File: src/rtl/transparency_fade_controller_if.sv
// Fade-command handshake bundle between the control-register side (master)
// and transparency_fade_controller (slave).
interface transparency_fade_controller_if #(
  parameter int TRANSPARENCY_PRECISION = 4,
  parameter int FRAME_COUNT_WIDTH      = 8
);
  logic                              cmd_valid;
  logic                              cmd_ready;
  logic [TRANSPARENCY_PRECISION-1:0] cmd_target;
  logic [TRANSPARENCY_PRECISION-1:0] cmd_step;
  logic [FRAME_COUNT_WIDTH-1:0]      cmd_frames;

  modport master (
    output cmd_valid, cmd_target, cmd_step, cmd_frames,
    input  cmd_ready
  );

  modport slave (
    input  cmd_valid, cmd_target, cmd_step, cmd_frames,
    output cmd_ready
  );
endinterface

File: src/rtl/transparency_fade_controller.sv
// Frame-synchronous ramp of the shared blend proportion toward a commanded target.
// Optional TRANSPARENCY_FADE_RETARGET_EN: accept new commands mid-fade (cmd_ready held high).
module transparency_fade_controller #(
  parameter int TRANSPARENCY_PRECISION = 4,
  parameter int FRAME_COUNT_WIDTH      = 8
) (
  input  logic                              clk,
  input  logic                              rst,
  input  logic                              frame_start,
  transparency_fade_controller_if.slave     cmd,
  output logic [TRANSPARENCY_PRECISION-1:0] src_a_proportion,
  output logic                              busy,
  output logic                              done
);

  typedef enum logic {IDLE, FADE} state_t;

  localparam int P = TRANSPARENCY_PRECISION;
  localparam int F = FRAME_COUNT_WIDTH;

  state_t         r_state, w_state_nxt;
  logic [P-1:0]   r_prop,   w_prop_nxt;
  logic [P-1:0]   r_target, w_target_nxt;
  logic [P-1:0]   r_step,   w_step_nxt;
  logic [F-1:0]   r_frames, w_frames_nxt;
  logic [F-1:0]   r_count,  w_count_nxt;
  logic           r_done,   w_done_nxt;

  logic           w_accept;
  logic [F-1:0]   w_cmd_frames;
  logic           w_up;
  logic [P:0]     w_diff;

`ifdef TRANSPARENCY_FADE_RETARGET_EN
  assign cmd.cmd_ready = 1'b1;
`else
  assign cmd.cmd_ready = (r_state == IDLE);
`endif

  assign w_accept     = cmd.cmd_valid && cmd.cmd_ready;
  assign w_cmd_frames = (cmd.cmd_frames == '0) ? F'(1) : cmd.cmd_frames;

  // Distance is taken one bit wider so neither direction can wrap.
  assign w_up   = (r_target > r_prop);
  assign w_diff = w_up ? ({1'b0, r_target} - {1'b0, r_prop})
                       : ({1'b0, r_prop} - {1'b0, r_target});

  always_comb begin
    w_state_nxt  = r_state;
    w_prop_nxt   = r_prop;
    w_target_nxt = r_target;
    w_step_nxt   = r_step;
    w_frames_nxt = r_frames;
    w_count_nxt  = r_count;
    w_done_nxt   = 1'b0;

    // An accept wins over a coincident frame_start, so that pulse is not counted.
    if (w_accept) begin
      w_target_nxt = cmd.cmd_target;
      w_step_nxt   = cmd.cmd_step;
      w_frames_nxt = w_cmd_frames;
      w_count_nxt  = w_cmd_frames;
      if (cmd.cmd_target == r_prop) begin
        w_state_nxt = IDLE;
        w_done_nxt  = 1'b1;
      end else begin
        w_state_nxt = FADE;
      end
    end else if (r_state == FADE && frame_start) begin
      if (r_count <= F'(1)) begin
        if (r_step == '0 || w_diff <= {1'b0, r_step}) begin
          w_prop_nxt  = r_target;
          w_done_nxt  = 1'b1;
          w_state_nxt = IDLE;
        end else begin
          w_prop_nxt  = w_up ? (r_prop + r_step) : (r_prop - r_step);
          w_count_nxt = r_frames;
        end
      end else begin
        w_count_nxt = r_count - F'(1);
      end
    end
  end

  always_ff @(posedge clk or posedge rst) begin
    if (rst) begin
      r_state  <= IDLE;
      r_prop   <= '1;
      r_target <= '1;
      r_step   <= '0;
      r_frames <= '0;
      r_count  <= '0;
      r_done   <= 1'b0;
    end else begin
      r_state  <= w_state_nxt;
      r_prop   <= w_prop_nxt;
      r_target <= w_target_nxt;
      r_step   <= w_step_nxt;
      r_frames <= w_frames_nxt;
      r_count  <= w_count_nxt;
      r_done   <= w_done_nxt;
    end
  end

  assign src_a_proportion = r_prop;
  assign busy             = (r_state == FADE);
  assign done             = r_done;

endmodule
File: src/flat_wrapper.sv
// flat-port wrapper written by rule: the top's interface ports become plain ports
module transparency_fade_controller_flat 
#(
  parameter int TRANSPARENCY_PRECISION = 4,
  parameter int FRAME_COUNT_WIDTH      = 8
)
  (clk, rst, frame_start, src_a_proportion, busy, done, cmd_cmd_valid, cmd_cmd_target, cmd_cmd_step, cmd_cmd_frames, cmd_cmd_ready);
  transparency_fade_controller_if #(.TRANSPARENCY_PRECISION(TRANSPARENCY_PRECISION), .FRAME_COUNT_WIDTH(FRAME_COUNT_WIDTH)) cmd_i ();
  input  logic clk;
  input  logic rst;
  input  logic frame_start;
  output logic [TRANSPARENCY_PRECISION-1:0] src_a_proportion;
  output logic busy;
  output logic done;
  input wire logic [$bits(cmd_i.cmd_valid)-1:0] cmd_cmd_valid;
  input wire logic [$bits(cmd_i.cmd_target)-1:0] cmd_cmd_target;
  input wire logic [$bits(cmd_i.cmd_step)-1:0] cmd_cmd_step;
  input wire logic [$bits(cmd_i.cmd_frames)-1:0] cmd_cmd_frames;
  output wire logic [$bits(cmd_i.cmd_ready)-1:0] cmd_cmd_ready;
  assign cmd_i.cmd_valid = cmd_cmd_valid;
  assign cmd_i.cmd_target = cmd_cmd_target;
  assign cmd_i.cmd_step = cmd_cmd_step;
  assign cmd_i.cmd_frames = cmd_cmd_frames;
  assign cmd_cmd_ready = cmd_i.cmd_ready;
  transparency_fade_controller #(.TRANSPARENCY_PRECISION(TRANSPARENCY_PRECISION), .FRAME_COUNT_WIDTH(FRAME_COUNT_WIDTH)) u_core (.clk(clk), .rst(rst), .frame_start(frame_start), .cmd(cmd_i), .src_a_proportion(src_a_proportion), .busy(busy), .done(done));
endmodule
File: config.mk
export PLATFORM = sky130hd
export DESIGN_NAME = transparency_fade_controller_flat
export DESIGN_NICKNAME = d
export VERILOG_FILES = /design/src/rtl/transparency_fade_controller_if.sv /design/src/rtl/transparency_fade_controller.sv /design/src/flat_wrapper.sv
export SDC_FILE = /design/constraint.sdc
export NUM_CORES = 1
export LEC_CHECK = 0
export ABC_AREA = 1
export BUFFER_PORTS_ARGS = -buffer_cell sky130_fd_sc_hd__buf_2
export CAP_MARGIN = 0
export CORE_UTILIZATION = 35
export CTS_CLUSTER_DIAMETER = 80
export DETAILED_ROUTE_END_ITERATION = 8
export SLEW_MARGIN = 0
export SYNTH_ARGS = -nofsm -noshare
export SYNTH_HDL_FRONTEND = slang
export SYNTH_SLANG_ARGS = --single-unit
export TNS_END_PERCENT = 1
File: constraint.sdc
create_clock -name clk -period 3.27 [get_ports clk]
set_clock_uncertainty 0.2 [all_clocks]
set_input_delay 0.1635 -clock clk [delete_from_list [all_inputs] [get_ports clk]]
set_output_delay 0.1635 -clock clk [all_outputs]
set_load 0.03 [all_outputs]
# --- Yosys cells after proc, flatten, opt, wreduce, memory -nomap -nowiden ---
# Index checks and enable logic that the tools add are counted.
totals:
  register_bits: 30
  out_inout_bits: 7
  elab_cells: 48
op_classes:
  add_sub_neg: 5
  n_lt_le_gt_ge: 3
  n_eq_ne: 2
  n_mux: 18
  bitwise_logic: 2
  reduce_logical: 11
op_table:
  columns: ["operator", "count"]
  rows:
  - ["$mux W8", 5]
  - ["$mux W1", 10]
  - ["$sub A4 B4 Y5", 2]
  - ["$le A8 B1 Y1 const B", 1]
  - ["$logic_not A8 Y1", 1]
  - ["$mux W4", 2]
  - ["$sub A8 B1 Y8 const B", 1]
  - ["$reduce_and A3 Y1", 2]
  - ["$reduce_bool A2 Y1", 3]
  - ["$le A5 B4 Y1", 1]
  - ["$mux W5", 1]
  - ["$add A4 B4 Y4", 1]
  - ["$eq A4 B4 Y1", 1]
  - ["$gt A4 B4 Y1", 1]
  - ["$logic_not A4 Y1", 1]
  - ["$sub A4 B4 Y4", 1]
  - ["$ne A3 B2 Y1 const B", 1]
  - ["$logic_and A1 B1 Y1", 2]
  - ["$not A1 Y1", 2]
  - ["$reduce_and A2 Y1", 1]
  - ["$logic_or A1 B1 Y1", 1]

# --- Longest topological paths before layout ---
depth:
  word_depth: 8
  mapped_depth: 25

# --- Worst setup path after synthesis ---
# Ideal clock, no wire load.
synth_path:
  path_kind: "register to register"
  start: "register u_core.r_prop[2], in the netlist u_core.src_a_proportion[2]"
  end: "register u_core.r_count[3]"
  arrival_time_ps: 2962
  t_required_ps: 3005
  slack_ps: 43
  path_stages_with_launch: 26
  path_buffers: 1
  cell_sequence: "dfstp_2 inv_1 ha_1 buf_6 nand2_2 nand2_1 nand2_1 nand3_2 nand2_4 inv_1 nand2_1 nand2_1 xnor2_1 inv_1 ha_1 a21oi_1 nand2_1 nand2_1 nand2_1 nand2_1 nand3_2 nand2_4 nand3_4 nand2_4 nand2_1 nand2_1"
synth_via:
  elab_chain_len: 6
  elab_cells_between_ends: 8
synth_rtl:
  columns: ["item", "line", "source"]
  rows:
  - ["from (decl)", "transparency_fade_controller.sv:22", "logic [P-1:0] r_prop, w_prop_nxt;"]
  - ["from (signal assigned)", "transparency_fade_controller.sv:96", "r_prop <= w_prop_nxt;"]
  - ["$sub A4 B4 Y5 (tied with other cells)", "transparency_fade_controller.sv:46", ": ({1'b0, r_prop} - {1'b0, r_target});"]
  - ["$mux W5 *", "transparency_fade_controller.sv:45", "assign w_diff = w_up ? ({1'b0, r_target} - {1'b0, r_prop})"]
  - ["$le A5 B4 Y1 *", "transparency_fade_controller.sv:71", "if (r_step == '0 || w_diff <= {1'b0, r_step}) begin"]
  - ["$logic_or A1 B1 Y1 *", "transparency_fade_controller.sv:71", null]
  - ["$ne A3 B2 Y1 (no line) *", null, null]
  - ["$reduce_and A2 Y1 (no line) *", null, null]
  - ["to (signal assigned)", "transparency_fade_controller.sv:100", "r_count <= w_count_nxt;"]
  - ["to (decl)", "transparency_fade_controller.sv:26", "logic [F-1:0] r_count, w_count_nxt;"]
# Every way passes the cells marked *; elsewhere a longest branch is shown, timed or not.
# A chain may end at the register's enable or synchronous reset.

# --- Worst setup path in the final report ---
layout_path:
  start: "register u_core.r_prop[2], in the netlist u_core.src_a_proportion[2]"
  end: "register u_core.r_count[2]"
# Same word-level chain as after synthesis.

==> flow_results.xml <==
<?xml version="1.0" encoding="UTF-8"?>
<metrics>
  <group name="yosys">
    <metric name="postSynthCellCount" unit="">282</metric>
    <metric name="synth_ff_type" unit="">dfrtp_1</metric>
    <metric name="ys_warn_count" unit="">0</metric>
    <metric name="synth_cell_type_count" unit="">30</metric>
    <metric name="syn-mean-instance-area" unit="um^2">7.72</metric>
    <metric name="synth.largest_area_cell" unit="">dfrtp_1</metric>
    <metric name="netlist_area" unit="mm^2">0.00218</metric>
    <metric name="synth_top_area_share" unit="">0.253</metric>
    <metric name="synthesis.nets" unit="">323</metric>
    <metric name="seq_area_frac_synth" unit="">0.350</metric>
    <metric name="ys_top_cells_by_area" unit="">dfrtp_1 (25%), nand2_1 (17%), ha_1 (10%), dfstp_2 (9.7%), nand3_1 (5.8%)</metric>
    <metric name="async_reset_ff_frac" unit="">1.00</metric>
    <metric name="synth_edf_count" unit="">0</metric>
    <metric name="ys_seq_elements" unit="">30</metric>
  </group>
  <group name="worst_setup_path">
    <metric name="reg2reg_depth" unit="">19</metric>
    <metric name="cp-start-kind" unit="">register</metric>
    <metric name="crit_path_cell_trace" unit="">inv_1 -&gt; ha_4 -&gt; nand2_2 -&gt; nand2_2 -&gt; nand2_2 -&gt; nand3_2 -&gt; nand2_4 -&gt; o31ai_1 -&gt; xor2_1 -&gt; inv_1 -&gt; ha_1 -&gt; nand2_1 -&gt; nand2_1 -&gt; nand2_1 -&gt; nand3_2 -&gt; nand2_4 -&gt; nand3_4 -&gt; nand3_1 -&gt; nand2_1</metric>
    <metric name="worst-r2r-setup-slack" unit="ns">0.14</metric>
    <metric name="critical_path_peak_fanout" unit="">7</metric>
    <metric name="critPathTopFamily" unit="">simple AND/OR/NAND/NOR gates</metric>
    <metric name="critPathSlowestCell" unit="">dfstp_2</metric>
    <metric name="criticalPathCategory" unit="">register to register</metric>
    <metric name="critical_path.reg2reg.startpoint" unit="">u_core.src_a_proportion[2]</metric>
    <metric name="critPathBufInv" unit="">2</metric>
    <metric name="critical_path_arrival" unit="ns">3.11</metric>
    <metric name="crit_top_cell" unit="">nand2_1</metric>
    <metric name="capture_instance_of_the_worst_register_to_register_path" unit="">u_core.r_count[2]</metric>
    <metric name="crit_required" unit="ns">3.24</metric>
    <metric name="cpPeakStageDelay" unit="ns">0.53</metric>
    <metric name="cp-end-kind" unit="">register</metric>
  </group>
  <group name="die">
    <metric name="start_util" unit="">0.365</metric>
    <metric name="floorplan.die.height" unit="um">80.8</metric>
    <metric name="row_count" unit="">28</metric>
    <metric name="die_width" unit="um">80.8</metric>
    <metric name="core_area" unit="mm^2">0.00596</metric>
    <metric name="dieArea" unit="mm^2">0.00654</metric>
    <metric name="pin_count" unit="">27</metric>
  </group>
  <group name="placed_design">
    <metric name="placement.setup.worst_slack" unit="ns">0.0443</metric>
    <metric name="gp_congestion" unit="">0.828</metric>
    <metric name="place_hpwl" unit="um">3840</metric>
    <metric name="io_buffer_count" unit="">26</metric>
  </group>
  <group name="route">
    <metric name="postRouteAntennaNets" unit="">0</metric>
    <metric name="wl_met2" unit="um">2750</metric>
    <metric name="met1_length" unit="um">2480</metric>
    <metric name="met3_wirelength" unit="um">205</metric>
    <metric name="route.top_layer_used" unit="">met4</metric>
    <metric name="finalWirelength" unit="um">5520</metric>
    <metric name="drt_pre_antenna_iters" unit="">4</metric>
    <metric name="routed-via-count" unit="">2032</metric>
    <metric name="routedWlPerCell" unit="um">13.2</metric>
    <metric name="drc" unit="">0</metric>
    <metric name="post_drt_via_cell_ratio" unit="">4.87</metric>
    <metric name="drt_first_iter_violations" unit="">75</metric>
  </group>
  <group name="timing">
    <metric name="period_needed" unit="ns">3.13</metric>
    <metric name="setup-violations-final" unit="">0</metric>
    <metric name="worstMarginPinSlew" unit="ns">0.956</metric>
    <metric name="fin_setup_tns" unit="ns">0</metric>
    <metric name="final_max_slew_viols" unit="">0</metric>
    <metric name="max_slew_margin" unit="">0.362</metric>
    <metric name="finalHoldWorstSlack" unit="ns">0.0945</metric>
    <metric name="part_of_the_cycle_the_worst_path_needs" unit="">0.958</metric>
    <metric name="finalHoldViolations" unit="">0</metric>
    <metric name="grt_setup_unrepaired" unit="">yes</metric>
    <metric name="maxClockFrequency" unit="GHz">0.319</metric>
    <metric name="final_critical_path_setup_slack" unit="ns">0.138</metric>
  </group>
  <group name="finish">
    <metric name="ant_diodes" unit="">0</metric>
    <metric name="drive_above_1_share" unit="">0.246</metric>
    <metric name="syn_to_final_growth" unit="%">30.8</metric>
    <metric name="final_net_count" unit="">382</metric>
  </group>
  <group name="worst_hold_path">
    <metric name="hold_path_depth" unit="">4</metric>
    <metric name="worst_min_delay_path_class" unit="">primary input to register</metric>
    <metric name="min_from" unit="">frame_start</metric>
    <metric name="min_delay_worst_endpoint" unit="">u_core.src_a_proportion[3]</metric>
  </group>
  <group name="global_route">
    <metric name="grt_pass1_wl" unit="um">9020</metric>
    <metric name="grt_pass1_vias" unit="">1973</metric>
    <metric name="grt_use_total" unit="">0.184</metric>
    <metric name="globalRoute.totalOverflow" unit="">0</metric>
    <metric name="grt_max_degree" unit="">26</metric>
    <metric name="antenna_violations_before_repair" unit="">0</metric>
  </group>
  <group name="clock_network">
    <metric name="numClockSinks" unit="">30</metric>
    <metric name="cts-root-buf" unit="">clkbuf_8</metric>
    <metric name="source_to_sink_clock_delay_at_the_later_pin_of_the_worst_skew_pair" unit="ns">0.28</metric>
    <metric name="cts_tree" unit="">done</metric>
    <metric name="htree_depth" unit="">2</metric>
    <metric name="clock_path_buffers" unit="">2</metric>
    <metric name="cts_inserted_buffers" unit="">5</metric>
    <metric name="clk_transition_reported_paths" unit="ns">0.07</metric>
  </group>
  <group name="run_status">
    <metric name="status" unit="">completed</metric>
  </group>
  <group name="flow_run">
    <metric name="maxCapViolations" unit="">0</metric>
  </group>
</metrics>
## placed cells by master, fill, tap and decap left out, types with 3 or more instances in the layout
master         netlist  routed
nand2_1             98      93
inv_1               30      29
buf_2                2      26
nand3_1             25      24
dfrtp_1             22      22
dlygate4sd3_1        0      17
o21ai_0             14      14
ha_1                18      13
buf_4                0      12
nor2_1              12      11
xnor2_1             11      11
nand2_2              4       9
dfstp_2              8       8
nand3_2              3       5
xor2_1               5       5
ha_4                 0       5
clkbuf_8             0       5
nand4_1              3       3
nand2_4              4       3
a21oi_1              4       3
inv_2                2       3
nor3_1               3       3
fa_1                 3       3
## cells in the mapped netlist, types with 4 or more instances
library cell and number:
nand2_2 4, xor2_1 5, a21oi_1 4, nor2_1 12
dfstp_2 8, ha_1 18, inv_1 30, o21ai_0 14
nand3_1 25, nand2_4 4, dfrtp_1 22, xnor2_1 11
nand2_1 98
## worst max path at each step
stage | start | slack, ns | cells after the start | end
floorplan | u_core.src_a_proportion[2] | 0.04 | 25 | u_core.r_count[3]
global placement | u_core.src_a_proportion[2] | 0.12 | 23 | u_core.r_count[7]
detailed placement | u_core.src_a_proportion[2] | 0.04 | 22 | u_core.r_count[2]
CTS | u_core.src_a_proportion[2] | 0.03 | 23 | u_core.r_count[7]
global route | u_core.src_a_proportion[2] | -0.03 | 23 | u_core.r_count[7]
finish | u_core.src_a_proportion[2] | 0.14 | 19 | u_core.r_count[2]
## area by class of cell
cell class / count / area, um^2
clock buffers: 7 / 76.3
fillers: 606 / 3110
well taps: 75 / 93.8
inverters: 32 / 120
flip-flops and latches: 30 / 761
repair buffers: 55 / 390
clock inverters: 1 / 30.0
multi-input cells: 217 / 1380
## worst reg2reg max path: cells and delay by family (launching register included)
kind	cells	cell delay [ns]
buffers and inverters	2	0.13
and+or+nand+nor	13	1.08
DFF	1	0.53
AOI/OAI and AO/OA	1	0.32
adders and majority gates	2	0.58
xor gates and xnor gates	1	0.18
## through the flow
step | std cells | cell area (um^2) | utilization
5_1_grt | 417 | 2850 | 0.478
3_3_place_gp | 388 | 2440 | 0.410
6_report | 417 | 2850 | 0.478
3_5_place_dp | 388 | 2440 | 0.410
2_1_floorplan | 282 | 2180 | -
4_1_cts | 413 | 2720 | 0.457
## state kept, by name, summed over array words and instances (netlist names)
name                     flops
u_core.r_frames              8
u_core.r_count               8
u_core.r_step                4
u_core.r_target              4
u_core.done                  1
u_core.busy                  1
u_core.src_a_proportion      4
## timing repair
action / CTS / global route
endpoints found under the hold margin: 38 / 0
setup endpoints to repair: 0 / 14
hold buffers: 17 / 0
resized for setup: 0 / 16
setup buffers: 0 / 3
## metal layers
metal  vias to the layer above  track usage
li1                       1027            -
met1                       953        0.226
met2                        44        0.319
met3                         8       0.0371
met4                         0       0.0625
met5                         -            0
## cell families after synthesis
| logic type | count (synthesis) | synth area share |
|---|---|---|
| AND/OR/NAND/NOR | 154 | 0.320 |
| adder cells (fa/ha/maj) | 21 | 0.131 |
| XOR/XNOR | 16 | 0.0644 |
| buffers and inverters | 36 | 0.0667 |
| flip-flops | 30 | 0.350 |
| AO/OA/AOI/OAI | 25 | 0.0684 |
Power is not shown: default switching activity piles up to over one toggle a cycle in this logic, so the estimate is an artifact.
